<file path="config.mk">
export PLATFORM = sky130hd
export DESIGN_NAME = pd_pwr_responder
export DESIGN_NICKNAME = d
export VERILOG_FILES = /design/src/rtl/pd_pwr_responder.sv
export SDC_FILE = /design/constraint.sdc
export NUM_CORES = 1
export LEC_CHECK = 0
export ABC_AREA = 1
export BUFFER_PORTS_ARGS = -buffer_cell sky130_fd_sc_hd__clkbuf_2
export CORE_MARGIN = 2
export CORE_UTILIZATION = 56
export CTS_BUF_LIST = sky130_fd_sc_hd__clkbuf_2
export DETAILED_ROUTE_END_ITERATION = 12
export PLACE_DENSITY = 0.78
export SYNTH_ARGS = -nofsm -noshare
export SYNTH_HDL_FRONTEND = slang
export SYNTH_SLANG_ARGS = --single-unit
</file>
<file path="constraint.sdc">
create_clock -name i_aon_clk -period 1.8 [get_ports i_aon_clk]
set_clock_uncertainty 0.2 [all_clocks]
set_input_delay 0.36 -clock i_aon_clk [delete_from_list [all_inputs] [get_ports i_aon_clk]]
set_output_delay 0.36 -clock i_aon_clk [all_outputs]
set_load 0.1 [all_outputs]
</file>
<file path="src/rtl/pd_pwr_responder.sv">
// Domain-side power handshake responder.
// Drains before sleep ack, models rail ramp before power-on ack.
module pd_pwr_responder #(
  parameter int CNT_W       = 8,
  parameter int IDLE_HOLD   = 4,
  parameter int DRAIN_MAX   = 200,
  parameter int RAMP_CYCLES = 16,
  parameter bit RESET_ON    = 1'b1
) (
  input  logic       i_aon_clk,
  input  logic       i_soc_pwr_on_rst,
  input  logic       i_hw_sleep_req,
  input  logic       i_pwr_on_req,
  input  logic       i_iso,
  input  logic       i_ret,
  input  logic       i_idle,
  output logic       o_hw_sleep_ack,
  output logic       o_pwr_on_ack,
  output logic       o_pwr_good,
  output logic       o_ret_valid,
  output logic [2:0] o_state,
  output logic       o_drain_timeout,
  output logic       o_proto_err
);

  typedef enum logic [2:0] {
    ON      = 3'd0,
    DRAIN   = 3'd1,
    SLP_ACK = 3'd2,
    OFF     = 3'd3,
    RAMP    = 3'd4,
    ON_ACK  = 3'd5
  } state_t;

  localparam state_t RST_ST = RESET_ON ? ON : OFF;
  localparam logic [CNT_W-1:0] IDLE_LIM  = CNT_W'(IDLE_HOLD);
  localparam logic [CNT_W-1:0] DRAIN_LIM = CNT_W'(DRAIN_MAX);
  localparam logic [CNT_W-1:0] RAMP_LIM  = CNT_W'(RAMP_CYCLES);

  state_t           state, state_n;
  logic [CNT_W-1:0] drain_cnt, drain_n;
  logic [CNT_W-1:0] idle_cnt, idle_n;
  logic [CNT_W-1:0] ramp_cnt, ramp_n;
  logic             ret_n, perr_n, dto_n;

  function automatic logic [CNT_W-1:0] sat_inc(input logic [CNT_W-1:0] v);
    return (&v) ? v : v + CNT_W'(1);
  endfunction

  assign o_state = state;

  // Next state, counters and sticky flags.
  always_comb begin
    state_n = state;
    drain_n = drain_cnt;
    idle_n  = idle_cnt;
    ramp_n  = ramp_cnt;
    ret_n   = o_ret_valid;
    perr_n  = o_proto_err;
    dto_n   = o_drain_timeout;
    unique case (state)
      ON: begin
        if (i_pwr_on_req) perr_n = 1'b1;
        if (i_hw_sleep_req) begin
          state_n = DRAIN;
          drain_n = '0;
          idle_n  = '0;
        end
      end
      DRAIN: begin
        if (!i_hw_sleep_req) begin
          state_n = ON;
        end else begin
          drain_n = sat_inc(drain_cnt);
          idle_n  = i_idle ? sat_inc(idle_cnt) : '0;
          if (idle_n >= IDLE_LIM) begin
            state_n = SLP_ACK;
          end else if (drain_n >= DRAIN_LIM) begin
            state_n = SLP_ACK;
            dto_n   = 1'b1;
          end
        end
      end
      SLP_ACK: begin
        if (!i_hw_sleep_req) begin
          if (i_iso) begin
            state_n = OFF;
            ret_n   = i_ret;
          end else begin
            state_n = ON;
          end
        end
      end
      OFF: begin
        if (i_hw_sleep_req) perr_n = 1'b1;
        if (i_pwr_on_req) begin
          state_n = RAMP;
          ramp_n  = '0;
        end
      end
      RAMP: begin
        if (!i_pwr_on_req) begin
          state_n = OFF;
        end else begin
          ramp_n = sat_inc(ramp_cnt);
          if (ramp_n >= RAMP_LIM) state_n = ON_ACK;
        end
      end
      ON_ACK: begin
        if (i_hw_sleep_req) perr_n = 1'b1;
        if (!i_pwr_on_req) begin
          state_n = ON;
          ret_n   = 1'b0;
        end
      end
      default: state_n = RST_ST;
    endcase
  end

  // State, counters and registered outputs decoded from next state.
  always_ff @(posedge i_aon_clk or posedge i_soc_pwr_on_rst) begin
    if (i_soc_pwr_on_rst) begin
      state           <= RST_ST;
      drain_cnt       <= '0;
      idle_cnt        <= '0;
      ramp_cnt        <= '0;
      o_hw_sleep_ack  <= 1'b0;
      o_pwr_on_ack    <= 1'b0;
      o_pwr_good      <= RESET_ON;
      o_ret_valid     <= 1'b0;
      o_drain_timeout <= 1'b0;
      o_proto_err     <= 1'b0;
    end else begin
      state           <= state_n;
      drain_cnt       <= drain_n;
      idle_cnt        <= idle_n;
      ramp_cnt        <= ramp_n;
      o_hw_sleep_ack  <= (state_n == SLP_ACK);
      o_pwr_on_ack    <= (state_n == ON_ACK);
      o_pwr_good      <= !((state_n == OFF) || (state_n == RAMP));
      o_ret_valid     <= ret_n;
      o_drain_timeout <= dto_n;
      o_proto_err     <= perr_n;
    end
  end

endmodule

</file>
==> run metrics <==
vias=2,590; DRT antenna net count=0; Finished Layout Cells=427; Switching Fraction=0.492; status=finished, violations left; port buffer count=15; reg-to-reg slack, setup=-0.21 ns; setup violators final=21; GRT Total Usage=0.295; Worst Hold End=o_ret_valid; DP Wirelength=3760 um; clock root buffer=clkbuf_2; most frequent cells in the layout=51 x nand2_1, 43 x buf_4, 36 x inv_1, 25 x dfrtp_1, 20 x nand2_2; pin count of the biggest net entering global routing=26; WL/cell=18.5 um; mux cell area share after synthesis=0; CTS tree=done; count of final max-slew check failures=0; Register-to-Register Path Depth=12; xor and xnor area share after synthesis=0.00413; Critical R2R Launch=drain_cnt[1]; Syn Nets=312; clock slew at reported path FFs=0.20 ns; CP Data Arrival Time=2.15 ns; clk buf depth=2; Die Width=65.6 um; YS warnings=0; largest family of logic cells by synthesized area=simple AND/OR/NAND/NOR gates; Synth Area in Simple Gates=0.367; hold path depth=3; Tmin final=2.01 ns; io pins=16; cell internal pwr=0.00191 W; die height=65.6 um; maxcap violations=0; Starting Density=0.580; # rows=22; Sequential Power Share=0.310; GPL Wtd Cong=0.902; sequential-to-total area share from yosys stat=0.390; Worst-Skew Late Latency=0.41 ns; Avg Vias per Cell=6.07; Final Hold Viols=1; number of buffers created by CTS=5; share of cells above drive strength 1=0.501; worst-margin pin slew=0.483 ns; Cells after Synth=302; Synth cell types=29; FF+latch count, synth=33; initial drt markers=249; peak supply drop=1.06 mV; global-route wire length before repair=9650 um; commonest non-fill, non-tap cell in the layout=nand2_1; mean post-synth cell area=7.03 um^2; placed insts=388; fin worst setup slack=-0.209 ns; vias in the first global route=2,251; Logic pwr share=0.590; CTS H-Tree Depth=2; Area growth syn-to-layout=55.2%; Slew headroom=0.680; Pleak=1.61 nW; Max Fclk=498 MHz; CTS Sinks=33; HP Start=i_ret; post-synthesis adder-cell area fraction=0.0177; PD cells=1140 nW/um^2; Die ar.=4300 um^2; Synth Area in Compound Gates=0.127; synthesized area=2120 um^2; 1st-pass router iterations=7; DRC viols=0; clock share of power=0.100; initial antenna violation count=0; period utilisation layout=1.12; CP Class=reg -> reg; dpl ws=-0.128 ns; violated checks=hold timing, setup timing; diode count=0; Hold WS=-0.00622 ns; drt total wl=7920 um; Startpoint Class=flip-flop; worst hold path class=in -> reg; reg2reg end=o_pwr_on_ack; switching power=0.00185 W; Overflow after GRT=0; RSZ-0062 raised after global routing=true; CP required=1.94 ns; Nets=388; core area=3660 um^2; nature of the critical path endpoint=flip-flop; worst-path fanout max=5
==> worst max path at each step <==
stage	end	startpoint	cells past startpoint	slack, ns
final	o_pwr_on_ack	drain_cnt[1]	12	-0.21
after CTS	o_pwr_on_ack	drain_cnt[0]	12	-0.08
after detailed placement	o_pwr_on_ack	ramp_cnt[0]	11	-0.13
after floorplan	ramp_cnt[0]	o_state[0]	10	-0.05
after global placement	o_pwr_on_ack	drain_cnt[1]	12	-0.1
after global routing	o_pwr_on_ack	drain_cnt[1]	12	-0.27
==> repair_timing <==
item | 4_1_cts | 5_1_grt
pin swaps | 31 | 38
buffers inserted | 13 | 18
hold buffers | 1 | 0
endpoints found under the hold margin | 8 | 0
resized for setup | 49 | 80
endpoints found under the setup margin | 15 | 22
==> final cells by class <==
| type | instances | area (um^2) |
|---|---|---|
| inverter | 51 | 203 |
| multi-input combinational | 216 | 1530 |
| clock buffer | 6 | 30.0 |
| timing repair buffer | 71 | 613 |
| clock inverter | 2 | 10.0 |
| sequential | 33 | 843 |
| fill | 154 | 368 |
| tap | 48 | 60.1 |
==> through the flow <==
step	setup TNS [ns]	hold slack, ns	cell area (um^2)	total power, W	utilization
2_1_floorplan	-0.167	0.288	2160	0.00209	-
3_3_place_gp	-0.282	0.132	2520	0.00253	0.689
3_5_place_dp	-0.507	0.138	2520	0.00256	0.689
4_1_cts	-0.252	0.0262	2870	0.00311	0.783
5_1_grt	-3.51	0.0389	3290	0.00393	0.900
6_report	-1.96	-0.00622	3290	0.00376	0.900
==> flip-flops by register name (all words and copies together), names as in the netlist <==
register / count
drain_cnt: 8
o_hw_sleep_ack: 1
o_ret_valid: 1
o_drain_timeout: 1
ramp_cnt: 8
idle_cnt: 8
o_pwr_good: 1
o_state: 3
o_proto_err: 1
o_pwr_on_ack: 1
==> power groups by stage <==
stage                     Combinational, W  Clock [W]  Sequential [W]
after floorplan                   0.000618          0         0.00147
after global placement             0.00143          0         0.00110
after detailed placement           0.00146          0         0.00111
after CTS                          0.00163   0.000363         0.00112
after global routing               0.00235   0.000405         0.00118
final                              0.00222   0.000377         0.00117
==> worst max-delay path, stage by stage (launching register included) <==
cell and delay [ns]:
dfrtp_1 0.46, ha_4 0.18, nand2_4 0.10, nor2_4 0.05, nand2_4 0.13, nand3_4 0.10, nor2_4 0.11, nand2_2 0.07
nand2_4 0.11, nand4_4 0.13, nand2_4 0.12, nand3_2 0.08, nor2_2 0.09
==> layer usage <==
metal,vias up,global-route usage,share of wire
met5,-,0,0
met4,0,0.151,0.053
met3,57,0.0651,0.093
met2,193,0.492,0.50
met1,1207,0.358,0.36
li1,1133,-,-
==> kinds of logic after synthesis <==
| logic type | Yosys count |
|---|---|
| AO/OA/AOI/OAI | 46 |
| XOR/XNOR | 1 |
| adder cells (fa/ha/maj) | 3 |
| buffers and inverters | 53 |
| flip-flops | 33 |
| AND/OR/NAND/NOR | 166 |
==> synth_stat cells <==
cell	count	area (um^2)
nand4_2	1	12.5
o21bai_4	1	18.8
o31ai_1	1	7.51
o21ai_1	2	10.0
dfstp_2	1	26.3
a21oi_1	10	50.1
nand4_1	4	25.0
o21bai_1	2	15.0
xor2_1	1	8.76
inv_2	7	26.3
a22o_1	1	8.76
dfrtp_1	32	801
o21bai_2	1	11.3
clkbuf_1	2	7.51
nor2_1	32	120
ha_1	3	37.5
nand3_2	3	30.0
o21ai_0	21	105
nand3b_1	1	7.51
nor2_4	3	33.8
nand2_2	7	43.8
o22ai_1	7	43.8
nand2_4	2	22.5
clkinv_1	1	3.75
nor3_1	5	25.0
nor2_2	7	43.8
inv_1	43	161
nand3_1	29	145
nand2_1	72	270
(Power assumes the default switching activity.)
